===== src/rtl/star_pkg.sv =====
// Shared types and constants for the star collector slice.
package star_pkg;

  typedef enum logic [1:0] {
    IDLE,
    RUN,
    CLEAR
  } collect_state_t;

  localparam logic [11:0] BCD_MAX       = 12'h999;
  localparam logic [11:0] BONUS_BCD     = 12'h100;
  localparam int          DEF_NUM_STARS = 5;

endpackage


===== src/rtl/star_collector_bcd_add_sat.sv =====
// Combinational 3-digit BCD adder. Each digit gets a +6 correction, and a
// carry out of the hundreds digit saturates the result to BCD_MAX.
module bcd_add_sat
  import star_pkg::*;
(
  input  logic [11:0] a,
  input  logic [11:0] b,
  output logic [11:0] sum
);

  logic [4:0] digit;
  logic       carry;

  // NOTE: every variable written here is given a value first, so no path through the block can infer a latch.
  always_comb begin
    sum   = '0;
    digit = '0;
    carry = 1'b0;
    for (int i = 0; i < 3; i++) begin
      digit = {1'b0, a[4*i +: 4]} + {1'b0, b[4*i +: 4]} + {4'b0, carry};
      if (digit > 5'd9) begin
        digit = digit + 5'd6;
        carry = 1'b1;
      end else begin
        carry = 1'b0;
      end
      sum[4*i +: 4] = digit[3:0];
    end
    if (carry) sum = BCD_MAX;
  end

endmodule


===== src/rtl/star_collector.sv =====
// Credits star touch pulses into a mask, a count, a saturating BCD score and a
// flash strobe, then flags level clear. Optional clear bonus: STAR_COLLECTOR_BONUS_EN.
module star_collector
  import star_pkg::*;
#(
  parameter int          NUM_STARS    = DEF_NUM_STARS,
  parameter int          POINTS       = 5,
  parameter logic [15:0] FLASH_CYCLES = 16'd50000,
  localparam int         CW           = $clog2(NUM_STARS + 1)
) (
  input  logic                 sys_clk,
  input  logic                 RST,
  input  logic                 game_start,
  input  logic [NUM_STARS-1:0] touch_star,
  output logic [NUM_STARS-1:0] collected_mask,
  output logic [CW-1:0]        star_count,
  output logic [11:0]          score_bcd,
  output logic                 flash,
  output logic                 level_clear
);

  localparam logic [11:0] POINTS_BCD = 12'(POINTS);

  collect_state_t       state_q, state_d;
  logic [NUM_STARS-1:0] pending_q, pending_d;
  logic [NUM_STARS-1:0] svc;
  logic [NUM_STARS-1:0] mask_d;
  logic [CW-1:0]        count_d;
  logic [11:0]          score_d, score_inc;
  logic [15:0]          timer_q, timer_d;

  // Isolate the lowest pending star; only one star is credited per edge.
  assign svc = pending_q & (~pending_q + NUM_STARS'(1));

  bcd_add_sat u_add_points (
    .a   (score_bcd),
    .b   (POINTS_BCD),
    .sum (score_inc)
  );

`ifdef STAR_COLLECTOR_BONUS_EN
  logic [11:0] score_bonus;

  bcd_add_sat u_add_bonus (
    .a   (score_bcd),
    .b   (BONUS_BCD),
    .sum (score_bonus)
  );
`endif

  always_comb begin
    state_d   = state_q;
    pending_d = pending_q;
    mask_d    = collected_mask;
    count_d   = star_count;
    score_d   = score_bcd;
    timer_d   = (timer_q != 16'd0) ? timer_q - 16'd1 : 16'd0;

    if (game_start) begin
      state_d   = RUN;
      pending_d = '0;
      mask_d    = '0;
      count_d   = '0;
      score_d   = '0;
      timer_d   = '0;
    end else if (state_q == RUN) begin
      pending_d = (pending_q & ~svc) | (touch_star & ~collected_mask & ~pending_q);
      if (pending_q != '0) begin
        mask_d  = collected_mask | svc;
        count_d = star_count + CW'(1);
        score_d = score_inc;
        timer_d = FLASH_CYCLES;
      end else if (&collected_mask) begin
        state_d = CLEAR;
`ifdef STAR_COLLECTOR_BONUS_EN
        score_d = score_bonus;
`endif
      end
    end
  end

  // NOTE: state is updated with non-blocking assignments so every flop samples pre-edge values.
  always_ff @(posedge sys_clk or posedge RST) begin
    if (RST) begin
      state_q        <= IDLE;
      pending_q      <= '0;
      collected_mask <= '0;
      star_count     <= '0;
      score_bcd      <= '0;
      timer_q        <= '0;
      flash          <= 1'b0;
      level_clear    <= 1'b0;
    end else begin
      state_q        <= state_d;
      pending_q      <= pending_d;
      collected_mask <= mask_d;
      star_count     <= count_d;
      score_bcd      <= score_d;
      timer_q        <= timer_d;
      flash          <= (timer_d != 16'd0);
      level_clear    <= (state_d == CLEAR);
    end
  end

endmodule


===== config.mk =====
export PLATFORM = sky130hd
export DESIGN_NAME = star_collector
export DESIGN_NICKNAME = d
export VERILOG_FILES = /design/src/rtl/star_pkg.sv /design/src/rtl/star_collector_bcd_add_sat.sv /design/src/rtl/star_collector.sv
export SDC_FILE = /design/constraint.sdc
export NUM_CORES = 1
export LEC_CHECK = 0
export ABC_AREA = 1
export ABC_CLOCK_PERIOD_IN_PS = 9000
export CORE_ASPECT_RATIO = 0.75
export CORE_UTILIZATION = 60
export CTS_CLUSTER_SIZE = 20
export DETAILED_ROUTE_END_ITERATION = 8
export PLACE_DENSITY = 0.92
export SLEW_MARGIN = 20
export SYNTH_ARGS = -nofsm -noshare
export SYNTH_HDL_FRONTEND = slang
export SYNTH_SLANG_ARGS = --single-unit

===== constraint.sdc =====
create_clock -name sys_clk -period 9 [get_ports sys_clk]
set_input_delay 1.8 -clock sys_clk [delete_from_list [all_inputs] [get_ports sys_clk]]
set_output_delay 1.8 -clock sys_clk [all_outputs]
set_load 0.03 [all_outputs]

==> results of run 1 <==
-- cell usage in the layout (no fill, tap or decap), drive strengths merged, types with 2 or more instances in the layout --
cell and n:
xnor2 4, clkinv 2, ha 11, a21oi 13
clkdlybuf4s50 29, dfrtp 45, nand4 4, clkbuf 6
o22ai 2, nor2 47, nand3 36, inv 47
nand2 79, o21ai 16, xor2 9, a31oi 3
-- power by group --
part,internal [uW],total (uW),leakage [uW],switching [uW]
clock,83.3,153,0.0000554,69.2
sequential,227,254,0.000588,27.2
combinational,89.8,243,0.000922,153
-- critical path, stage by stage, from the launching register on --
cell and delay, ps:
dfrtp_1 410, inv_1 90, ha_1 210, o211ai_1 380
ha_1 290, ha_1 210, xnor2_1 190, nand2_1 90
nand2_1 110, nand2_1 100, ha_1 210, ha_1 220
xnor2_1 220, nand2_1 80, nand2_1 190, inv_1 120
o21ai_0 150, o21ai_0 100
-- metal layers --
metal / vias up / GRT usage / part of all wire
li1: 1112 / - / -
met1: 1079 / 0.362 / 0.45
met4: 0 / 0.0847 / 0.013
met3: 8 / 0.0646 / 0.056
met2: 59 / 0.445 / 0.48
met5: - / 0 / 0
-- sequential cells by signal, indices dropped and copies added, names as in the netlist --
register	cells
timer_q	16
score_bcd	12
collected_mask	5
pending_q	5
star_count	3
state_q	2
flash	1
level_clear	1
-- logic make-up after synthesis --
logic type                 count (synthesis)  synth area share
and+or+nand+nor                          168             0.313
buffers and inverters                     51            0.0780
DFF                                       45             0.431
AOI/OAI and AO/OA                         39            0.0823
xor gates and xnor gates                  13            0.0435
adders and majority gates                 11            0.0526
-- metrics by stage --
stage / setup slack (ps) / utilization / cell area (um2) / std cells / total power, uW
detailed placement: 5480 / 0.723 / 2970 / 409 / 498
floorplan: 5840 / - / 2620 / 327 / 426
CTS: 5530 / 0.750 / 3080 / 417 / 650
global route: 5200 / 0.750 / 3080 / 417 / 689
finish: 5510 / 0.750 / 3080 / 417 / 650
global placement: 5550 / 0.723 / 2970 / 409 / 488
-- layout make-up --
type                       count  area share
clock inverter                 2      0.0126
clock buffer                   6      0.0236
sequential                    45       0.366
timing repair buffer          30      0.0967
tap                           55      0.0223
inverter                      48      0.0618
multi-input combinational    231       0.417
-- worst paths after layout --
kind / from / to / depth (start not counted)
max: score_bcd[0] / score_bcd[3] / 17
min: timer_q[0] / timer_q[0] / 1
max reg2reg: score_bcd[0] / score_bcd[3] / 17
min reg2reg: timer_q[0] / timer_q[0] / 1
max in group asynchronous: RST / collected_mask[0] / 3
min in group asynchronous: RST / score_bcd[2] / 3
==> results by group, run 1 <==
Final layout
  – Seq. cell area: 0.00113 mm2
  – Fin nets: 380
  – Fill count: 283
  – Antenna Cells: 0
  – Multi-input logic area: 0.00128 mm2
  – Syn-to-layout area delta: 17.8%
  – Share of cells above drive strength 1: 0.102

Placement
  – IO Port Bufs: 29
  – Detail Placement HPWL: 4240 um
  – Placer congestion estimate: 0.865

STA
  – Hold Fails Final Rpt: 0
  – Max Fclk: 0.287 GHz
  – Final Setup Violations: 0
  – Skew final: 5.01 ps
  – Fin crit share: 0.387
  – Max transition margin: 0.640
  – Minimum clock period: 3490 ps
  – Fin Setup TNS: 0 ps
  – Slew Viols, Final: 0
  – Hold_ws: 484 ps
  – Tightest Pin Transition: 540 ps
  – RSZ-0062 raised after global routing: false

Status
  – Status: finished, final reports clean

Global routing
  – First-pass GRT wire length: 9410 um
  – Initial antenna violation count: 0
  – Total global-route track usage: 0.271
  – Vias in the first global route: 2013
  – GRT overflow: 0
  – Largest net degree at the start of global routing: 46

Clock tree
  – Worst skew pair latency: 300 ps
  – Post-CTS setup buffer count: 0
  – Root buf cell: clkbuf_8
  – Clk slew on worst S/H paths: 80 ps
  – Clock Path Buffers: 2
  – CTS tree: done
  – Num CTS Buffers: 5
  – TritonCTS Sinks: 45
  – Hold-fix buffers, CTS: 0
  – PostCTS Resize Cnt: 0
  – H-tree Lvls: 2

Floorplan
  – Die Y: 59.2 um
  – Initial Utilization: 0.637
  – Num ports: 30
  – Rows: 20
  – Core area: 0.00410 mm2
  – Die area: 0.00463 mm2
  – Die Span X: 78.2 um

Synth
  – Count leader, synth: nand2_1
  – Async set-reset flop share out of synthesis: 1.00
  – EDFF count, synth: 0
  – Net Count, Synth: 346
  – Synth cell count leaders: 70 x nand2_1, 45 x dfrtp_1, 44 x inv_1
  – Synth Cell Area: 0.00262 mm2
  – Synth Flop Type: dfrtp_1
  – Dominant cell type by area after synthesis: dfrtp_1
  – Register bit count reported by yosys: 45
  – Cells after synthesis: 327
  – Mean Syn Cell Area: 8.00 um2
  – Synth cell types: 32
  – Seq/Total Area, Yosys: 0.431
  – Yosys warns: 0
  – Most area-consuming cells after synthesis: dfrtp_1 43%, nand2_1 10%, inv_1 6.3%
  – Synth top area share: 0.431

Detailed routing
  – # DRC: 0
  – Vias: 2258
  – Via-to-Cell Ratio: 5.41
  – Final antenna-violating net count: 0
  – Routed WL: 5550 um
  – Detailed Routing Iterations Pass 1: 4
  – DRT iter0 DRCs: 114
  – WL/cell: 13.3 um

Pwr
  – P_leak: 0.00157 uW
  – Pwr Density: 211 mW/mm2
  – VDD IR max: 167 uV

Critical path
  – Worst setup path class: reg -> reg
  – Setup crit end kind: register
  – Crit path max fanout: 4
  – R2R Setup Slk: 5510 ps
  – CP Data Arrival Time: 3670 ps
  – Crit start category: register
  – Worst Path Required: 9180 ps

Worst hold path
  – Hold Crit Class: reg -> reg

Job
  – MaxCap Viol Count: 0
Power figures use the tool's default switching activity.
==> run 2: changes to the inputs <==
--- a/config.mk
+++ b/config.mk
@@ -6,12 +6,12 @@
 export NUM_CORES = 1
 export LEC_CHECK = 0
 export ABC_AREA = 1
-export ABC_CLOCK_PERIOD_IN_PS = 9000
+export ABC_CLOCK_PERIOD_IN_PS = 3440
 export CORE_ASPECT_RATIO = 0.75
-export CORE_UTILIZATION = 60
+export CORE_UTILIZATION = 56
 export CTS_CLUSTER_SIZE = 20
 export DETAILED_ROUTE_END_ITERATION = 8
-export PLACE_DENSITY = 0.92
+export PLACE_DENSITY = 0.87
 export SLEW_MARGIN = 20
 export SYNTH_ARGS = -nofsm -noshare
 export SYNTH_HDL_FRONTEND = slang
==> constraint.sdc (replaced) <==
create_clock -name sys_clk -period 3.44 [get_ports sys_clk]
set_input_delay 0.688 -clock sys_clk [delete_from_list [all_inputs] [get_ports sys_clk]]
set_output_delay 0.688 -clock sys_clk [all_outputs]
set_load 0.03 [all_outputs]
==> run 2 against run 1 <==
Via count rose by 0.62%. Critical path depth did not move. Maximum frequency rose by 9.5%. Final area rose by 0.33%. Combinational power rose to 2.7 times the previous value. Largest power group unchanged. Sequential power rose to 2.6 times the previous value.
==> results by group, run 2 (same netlist as run 1, synthesis figures left out) <==
Global routing
  – Vias in the first global route: 1950 (was 2013)
  – Largest net degree at the start of global routing: 46 (unchanged)
  – First-pass GRT wire length: 8980 um (was 9410 um)
  – Initial antenna violation count: 0 (unchanged)
  – GRT overflow: 0 (unchanged)
  – Total global-route track usage: 0.245 (was 0.271)

STA
  – Max Fclk: 0.314 GHz (was 0.287 GHz)
  – Tightest Pin Transition: 929 ps (was 540 ps)
  – Fin crit share: 0.926 (was 0.387)
  – Max transition margin: 0.380 (was 0.640)
  – Hold_ws: 468 ps (was 484 ps)
  – Final Setup Violations: 0 (unchanged)
  – Hold Fails Final Rpt: 0 (unchanged)
  – Skew final: 7.56 ps (was 5.01 ps)
  – Fin Setup TNS: 0 ps (unchanged)
  – Slew Viols, Final: 0 (unchanged)
  – Final WS setup: 255 ps (was 5510 ps)
  – Minimum clock period: 3190 ps (was 3490 ps)

Placement
  – IO Port Bufs: 29 (unchanged)
  – Detail Placement HPWL: 4110 um (was 4240 um)
  – Placer congestion estimate: 0.872 (was 0.865)
  – Pre-CTS WS: 164 ps (was 5480 ps)
  – Placed insts: 411 (was 409)

Clock tree
  – CTS tree: done (unchanged)
  – Worst skew pair latency: 310 ps (was 300 ps)
  – H-tree Lvls: 2 (unchanged)
  – Root buf cell: clkbuf_8 (unchanged)
  – Clock Path Buffers: 2 (unchanged)
  – Clk slew on worst S/H paths: 90 ps (was 80 ps)
  – Post-CTS setup buffer count: 0 (unchanged)
  – TritonCTS Sinks: 45 (unchanged)
  – Num CTS Buffers: 5 (unchanged)

Pwr
  – Pwr Density: 543 mW/mm2 (was 211 mW/mm2)
  – VDD IR max: 263 uV (was 167 uV)
  – P_leak: 0.00156 uW (was 0.00157 uW)

Status
  – Status: finished, final reports clean (unchanged)

Critical path
  – CP most frequent cell: nand2_1
  – CP peak stage delay: 390 ps (was 410 ps)
  – Critical path's slowest cell: dfrtp_1 (unchanged)
  – Crit start category: register (unchanged)
  – Crit path max fanout: 4 (unchanged)
  – Worst Path Required: 3640 ps (was 9180 ps)
  – Worst path cell trace: inv_1 > ha_1 > o211ai_1 > ha_2 > ha_2 > inv_2 > nand2_1 > nand2_1 > nand2_1 > ha_1 > ha_1 > xnor2_1 > nand2_1 > nand2_2 > inv_1 > o21ai_0 > nand2_1 (was inv_1 > ha_1 > o211ai_1 > ha_1 > ha_1 > xnor2_1 > nand2_1 > nand2_1 > nand2_1 > ha_1 > ha_1 > xnor2_1 > nand2_1 > nand2_1 > inv_1 > o21ai_0 > o21ai_0)
  – CP Data Arrival Time: 3390 ps (was 3670 ps)
  – Worst setup path class: reg -> reg (unchanged)
  – Setup crit end kind: register (unchanged)

Floorplan
  – Die Y: 61.2 um (was 59.2 um)
  – Die Span X: 80.9 um (was 78.2 um)
  – Num ports: 30 (unchanged)
  – Rows: 21 (was 20)
  – Die area: 0.00495 mm2 (was 0.00463 mm2)
  – Initial Utilization: 0.585 (was 0.637)
  – Core area: 0.00447 mm2 (was 0.00410 mm2)

Detailed routing
  – Detailed Routing Iterations Pass 1: 4 (unchanged)
  – Via-to-Cell Ratio: 5.42 (was 5.41)
  – WL met2: 2530 um (was 2680 um)
  – WL/cell: 13.5 um (was 13.3 um)
  – Final antenna-violating net count: 0 (unchanged)
  – Highest Signal Layer: met4 (unchanged)
  – Vias: 2272 (was 2258)
  – DRT iter0 DRCs: 137 (was 114)
  – WL met1: 2680 um (was 2490 um)
  – Met3 wire len: 308 um (was 309 um)
  – Routed WL: 5640 um (was 5550 um)
  – # DRC: 0 (unchanged)

Final layout
  – Fin nets: 380 (unchanged)
  – Regs by FF count: timer_q (16), score_bcd (12) (unchanged)
  – Most common cell after layout, fill and taps aside: nand2_1 (unchanged)
  – Most frequent cells in the layout: 69 x nand2_1, 45 x dfrtp_1, 42 x inv_1 (was 70 x nand2_1, 45 x dfrtp_1, 43 x inv_1)
  – Most flops, register: timer_q (unchanged)
  – Multi-input logic area: 0.00130 mm2 (was 0.00128 mm2)
  – Non-filler instance count after layout: 419 (was 417)
  – Antenna Cells: 0 (unchanged)
  – Share of cells above drive strength 1: 0.124 (was 0.102)
  – Final Util: 0.692 (was 0.750)
  – Seq. cell area: 0.00113 mm2 (unchanged)
  – Syn-to-layout area delta: 18.1% (was 17.8%)
  – Max reg flops: 16 (unchanged)
  – Fill count: 366 (was 283)

Job
  – MaxCap Viol Count: 0 (unchanged)

Worst hold path
  – Hold Crit Class: reg -> reg (unchanged)
==> run 2: cell types whose count changed in the layout (fill, tap and decap cells not counted), moves of 2 or more <==
cell,before,now
ha_1,11,9
ha_2,0,2
inv_2,1,3
o21ai_0,16,14
o21ai_1,0,2
==> run 2: metal layers <==
| metal | vias to the layer above | track usage |
|---|---|---|
| met4 | 0 | 0.102 |
| li1 | 1120 | - |
| met3 | 13 | 0.0489 |
| met2 | 65 | 0.378 |
| met1 | 1074 | 0.341 |
| met5 | - | 0 |
==> run 2: worst paths after layout <==
kind	to	slack, ps	from	depth (start not counted)
min in group asynchronous	score_bcd[0]	900	RST	2
worst min register to register	timer_q[0]	470	timer_q[0]	1
worst max-delay path	score_bcd[8]	250	score_bcd[0]	17
worst max register to register	score_bcd[8]	250	score_bcd[0]	17
worst min-delay path	timer_q[0]	470	timer_q[0]	1
max in group asynchronous	pending_q[4]	1970	RST	2
==> run 2: area by class of cell <==
type | instances | area share
timing repair buffer | 30 | 0.0964
clock buffer | 6 | 0.0267
tap | 57 | 0.0231
sequential | 45 | 0.365
inverter | 48 | 0.0616
multi-input combinational | 231 | 0.422
clock inverter | 2 | 0.00567
==> run 2: repair_timing <==
action                                  in CTS  in global routing
endpoints found under the setup margin       0                  6
gates resized for setup                      0                  8
hold buffers                                 0                  0
==> run 2: worst max-delay path: cells and delay by family, from the launching register on <==
kind | cells | cell delay (ps)
AND/OR/NAND/NOR | 6 | 580
AO/OA/AOI/OAI | 2 | 450
XOR/XNOR | 1 | 210
flip-flops | 1 | 390
adder cells (fa/ha/maj) | 5 | 1180
buffers and inverters | 3 | 270
==> run 2: per-stage QoR <==
step / total power, uW / instance area, um2
final: 1680 / 3090
after global routing: 1780 / 3090
after CTS: 1670 / 3070
after detailed placement: 1310 / 2970
after global placement: 1280 / 2970
after floorplan: 1120 / 2620
==> run 2: report_power, final <==
part           switching [uW]  internal (uW)  total (uW)
registers                67.2            594         661
logic                     407            242         649
clock network             200            167         367
==> run 3: changes to the inputs <==
--- a/config.mk
+++ b/config.mk
@@ -6,7 +6,6 @@
 export NUM_CORES = 1
 export LEC_CHECK = 0
 export ABC_AREA = 1
-export ABC_CLOCK_PERIOD_IN_PS = 3440
 export CORE_ASPECT_RATIO = 0.75
 export CORE_UTILIZATION = 56
 export CTS_CLUSTER_SIZE = 20
==> results of run 3 <==
Final layout, timing and power as in run 2 (identical DEF).
